===== config.mk =====
export PLATFORM = sky130hd
export DESIGN_NAME = add_sub_scheduler
export DESIGN_NICKNAME = d
export VERILOG_FILES = /design/src/rtl/add_sub_scheduler.sv
export SDC_FILE = /design/constraint.sdc
export NUM_CORES = 1
export LEC_CHECK = 0
export BUFFER_PORTS_ARGS = -buffer_cell sky130_fd_sc_hd__buf_2
export CORE_MARGIN = 10
export CORE_UTILIZATION = 25
export CTS_CLUSTER_SIZE = 20
export DETAILED_ROUTE_END_ITERATION = 8
export HOLD_SLACK_MARGIN = 0.06
export PLACE_DENSITY = 0.52
export SLEW_MARGIN = 10
export SYNTH_ARGS = -nofsm -noshare
export SYNTH_HDL_FRONTEND = slang
export SYNTH_SLANG_ARGS = --single-unit
export TNS_END_PERCENT = 1

===== constraint.sdc =====
create_clock -name clk_i -period 1.4 [get_ports clk_i]
set_input_delay 0.14 -clock clk_i [delete_from_list [all_inputs] [get_ports clk_i]]
set_output_delay 0.14 -clock clk_i [all_outputs]
set_load 0.01 [all_outputs]

===== src/rtl/add_sub_scheduler.sv =====
// Two-requester round-robin scheduler feeding a shared +/-1 accumulator.
// Define ADD_SUB_SAT_EN for saturating arithmetic; default build wraps modulo 2^WIDTH.
module add_sub_scheduler #(
  parameter int WIDTH = 4,
  parameter int STEPW = 4
) (
  input  logic               clk_i,
  input  logic               reset_ni,
  input  logic [1:0]         req_valid_i,
  output logic [1:0]         req_ready_o,
  input  logic [1:0]         req_op_i,
  input  logic [2*STEPW-1:0] req_steps_i,
  output logic [WIDTH-1:0]   out_o,
  output logic               busy_o,
  output logic               done_o,
  output logic               done_id_o,
  output logic               sat_o
);

  // state | meaning
  // IDLE  | waiting for a request; grants one requester combinationally
  // RUN   | applying one +/-1 step per clock until remaining is exhausted
  // DONE  | one-cycle completion pulse, then back to IDLE
  typedef enum logic [1:0] {
    IDLE = 2'd0,
    RUN  = 2'd1,
    DONE = 2'd2
  } state_t;

  state_t           state_q;
  logic             prio_q;
  logic             op_q;
  logic             id_q;
  logic [STEPW-1:0] remaining_q;
  logic [WIDTH-1:0] acc_q;

  logic             any_valid;
  logic             grant;
  logic             accept;
  logic             grant_op;
  logic [STEPW-1:0] grant_steps;
  logic [WIDTH-1:0] acc_raw;
  logic [WIDTH-1:0] acc_next;

  // Grant is withheld while reset is asserted so nothing is handed out before release.
  always_comb begin
    any_valid   = |req_valid_i;
    grant       = (&req_valid_i) ? prio_q : req_valid_i[1];
    accept      = reset_ni && (state_q == IDLE) && any_valid;
    req_ready_o = 2'b00;
    if (accept) begin
      req_ready_o[grant] = 1'b1;
    end
    grant_op    = req_op_i[grant];
    grant_steps = grant ? req_steps_i[STEPW +: STEPW] : req_steps_i[0 +: STEPW];
  end

  assign acc_raw = op_q ? (acc_q - WIDTH'(1)) : (acc_q + WIDTH'(1));

`ifdef ADD_SUB_SAT_EN
  logic clip;
  logic sat_q;

  assign clip     = op_q ? (acc_q == '0) : (acc_q == '1);
  assign acc_next = clip ? acc_q : acc_raw;
  assign sat_o    = sat_q;
`else
  assign acc_next = acc_raw;
  assign sat_o    = 1'b0;
`endif

  always_ff @(posedge clk_i or negedge reset_ni) begin
    if (!reset_ni) begin
      state_q     <= IDLE;
      prio_q      <= 1'b0;
      op_q        <= 1'b0;
      id_q        <= 1'b0;
      remaining_q <= '0;
      acc_q       <= '0;
`ifdef ADD_SUB_SAT_EN
      sat_q       <= 1'b0;
`endif
    end else begin
`ifdef ADD_SUB_SAT_EN
      sat_q <= 1'b0;
`endif
      case (state_q)
        IDLE: begin
          if (accept) begin
            op_q        <= grant_op;
            id_q        <= grant;
            prio_q      <= ~grant;
            remaining_q <= grant_steps;
            state_q     <= (grant_steps == '0) ? DONE : RUN;
          end
        end
        RUN: begin
          acc_q       <= acc_next;
          remaining_q <= remaining_q - STEPW'(1);
`ifdef ADD_SUB_SAT_EN
          sat_q       <= clip;
`endif
          if (remaining_q == STEPW'(1)) begin
            state_q <= DONE;
          end
        end
        DONE:    state_q <= IDLE;
        default: state_q <= IDLE;
      endcase
    end
  end

  assign out_o     = acc_q;
  assign busy_o    = (state_q != IDLE);
  assign done_o    = (state_q == DONE);
  assign done_id_o = id_q;

endmodule


==> results.cfg <==
[timing]
holdWs_ps = 157
drv_slew = 0
post-route-min-period_ps = 1520
fin_crit_sh = 1.08
postLayoutSetupSlackWorst_ps = -118
hold_viol = 0
rsz0062_at_grt = true
max_freq_ghz = 0.659
setup_viol = 2
skew_ps = 4.41

[layout]
fin_cells = 163
fin_util = 0.366
area_delta_synth_final_pct = 40.1
final_common_cell = buf_2
drive_above_1_share = 0.429
layout_common_cells = 22 x buf_2, 15 x buf_4, 13 x dfrtp_1
num_antenna_cells = 0
num-fill-cells = 327
final_nets = 139
design_area_um2 = 1130

[power_and_ir_drop]
ir_drop_mv = 0.521
power_leakage_nw = 0.568
power_density_nw_per_um2 = 2060

[critical_path]
reg2reg_slack_ps = 40
critPathCaptureType = primary output
crit_chain = or2_1 > or2_4 > nor2b_2 > buf_2
cp_slowest_cell = dfrtp_1
rr_startpoint = state_q[1]$_DFFE_PN0P_
r2r_cells = 6
crit_path_max_fanout = 4
crit_required_ps = 1260
cpPeakStageDelay_ps = 370
rr_endpoint = op_q$_DFFE_PN0P_
crit_arrival_ps = 1380
worst_setup_path_start_kind = register
critical_path_buf_inv_count = 1
cp_top_family = simple AND/OR/NAND/NOR gates
critPathKind = reg2out

[clock_tree]
clock-root-buffer = clkbuf_4
cts_buffers = 3
htreeDepth = 1
cts_sinks = 13
clkTransAtPathRegs_ps = 80
clk_path_buf_depth = 2
cts_tree = built
insertion_delay_ps = 270

[global_routing]
grt_max_degree = 14
grt.total_usage = 0.0682
grt_pass1_vias = 748
grt_pass1_wl_mm = 3.24
antenna_found_initial = 0
grt_overflow = 0

[run_status]
violations = negative setup slack
status = finished with violations

[placement]
place_inst = 155
placed_area_um2 = 1050
dp_hpwl_mm = 1.67
gp_congestion = 0.781
numPortBuffers = 22

[route]
drtIter0Drc = 17
antenna_left = 0
drt-vias-per-instance = 4.18
wl_per_cell_um = 11.8
firstDrtPassIters = 4
post-route-drc-count = 0
wl_mm = 1.93
via_count = 682

[floorplan]
die_x_um = 76.7
start_util = 0.261
die_y_um = 76.7
fp-row-count = 20
dieArea_um2 = 5890
core_region_area_um2 = 3080
ios = 24

[synth]
synth_area_per_cell_um2 = 10.1
synth_top_cells_by_area = dfrtp_1 40%, mux2i_1 7.5%, ha_1 6.2%
synth_seq_area_share = 0.404
synth.distinct_cells = 34
synth_cells = 80
synth_top_area_cell = dfrtp_1
yosys_warnings = 0
synth_top_area_frac = 0.404
synth-seq-cells = 13
synthesis.nets = 99
post_synth_instance_area_um2 = 805

[worst_hold_path]
holdPathEnd = op_q$_DFFE_PN0P_
worstHoldStart = req_op_i[1]
hp-class = in2reg
hold_depth = 3

[flow_run]
cap_violations = 0
how the worst max path moves through the flow:
stage | from | end | slack, ps | depth (start not counted)
after floorplan | state_q[1]$_DFFE_PN0P_ | req_ready_o[0] | 7 | 4
after global placement | op_q$_DFFE_PN0P_ | out_o[3]$_DFFE_PN0P_ | 30 | 5
after detailed placement | out_o[2]$_DFFE_PN0P_ | out_o[3]$_DFFE_PN0P_ | 3 | 5
after CTS | state_q[0]$_DFFE_PN0P_ | req_ready_o[0] | -160 | 4
after global routing | state_q[1]$_DFFE_PN0P_ | req_ready_o[0] | -200 | 4
final | state_q[1]$_DFFE_PN0P_ | req_ready_o[0] | -120 | 4
final cells by class:
type                            count  area (um2)  share of cell area
Sequential cell                    13         325               0.289
Clock buffer                        4        26.3              0.0233
Inverter                           10        37.5              0.0333
Timing Repair Buffer               38         233               0.206
Tap cell                           44        55.1              0.0488
Multi-Input combinational cell     54         450               0.400
Yosys cell counts:
cell       n
a21o_1     1
a21oi_1    4
a221oi_2   1
a22o_1     1
and3_1     1
buf_4      1
buf_6      1
clkbuf_1   1
clkinv_1   1
conb_1     1
dfrtp_1   13
fa_1       1
ha_1       4
inv_1      9
mux2_2     1
mux2i_1    6
nand2_1    5
nand2b_1   1
nand3_1    1
nor2_1     2
nor2b_1    3
nor3_1     2
nor3b_1    1
nor4_1     2
o211ai_1   1
o21ai_0    3
o21ai_1    1
o21ai_4    1
o221ai_1   1
o221ai_2   1
o22ai_1    1
or2_1      2
xnor2_1    2
xor2_1     3
metrics by stage:
step | setup slack [ps] | power [mW] | TNS (ps)
detailed placement | 2.89 | 2.02 | 0
global placement | 31.2 | 1.97 | 0
finish | -118 | 2.33 | -233
CTS | -157 | 2.32 | -293
floorplan | 6.99 | 1.56 | 0
global route | -201 | 2.55 | -538
cells by family (layout without fill, tap and decap cells):
family                     after synthesis  in the layout  synth area share
adders and majority gates                5              5            0.0871
xor gates and xnor gates                 5              5            0.0544
other                                    1              1           0.00466
DFF                                     13             13             0.404
AOI/OAI and AO/OA                       16             16             0.156
muxes                                    7              7            0.0886
buffers and inverters                   13             52            0.0746
and+or+nand+nor                         20             20             0.131
where the power goes:
group	internal, mW	switching [mW]	leakage, nW
clock	0.110	0.125	0.0150
sequential	0.569	0.156	0.156
combinational	0.719	0.649	0.397
sequential cells by signal, indices dropped and copies added, names as in the netlist:
| signal | cells |
|---|---|
| done_id_o | 1 |
| op_q | 1 |
| out_o | 4 |
| state_q | 2 |
| remaining_q | 4 |
| prio_q | 1 |
tightest hold or removal path: stages:
cell	delay [ps]
buf_2	70
mux2i_1	50
o21ai_0	130
what timing repair did:
| action | in CTS | in global routing |
|---|---|---|
| hold buffers | 1 | 0 |
| resized for setup | 3 | 3 |
| endpoints found under the setup margin | 3 | 5 |
| setup buffers | 2 | 1 |
| pin swaps | 2 | 2 |
| endpoints found under the hold margin | 13 | 0 |
per-layer routing:
| layer | up-vias | part of all wire | GRT usage |
|---|---|---|---|
| met4 | 0 | 0.019 | 0.0446 |
| met2 | 22 | 0.44 | 0.105 |
| met3 | 2 | 0.056 | 0.0233 |
| met5 | - | 0 | 0 |
| met1 | 308 | 0.49 | 0.0788 |
| li1 | 350 | - | - |
No activity file was read; power rests on OpenSTA's default activity.
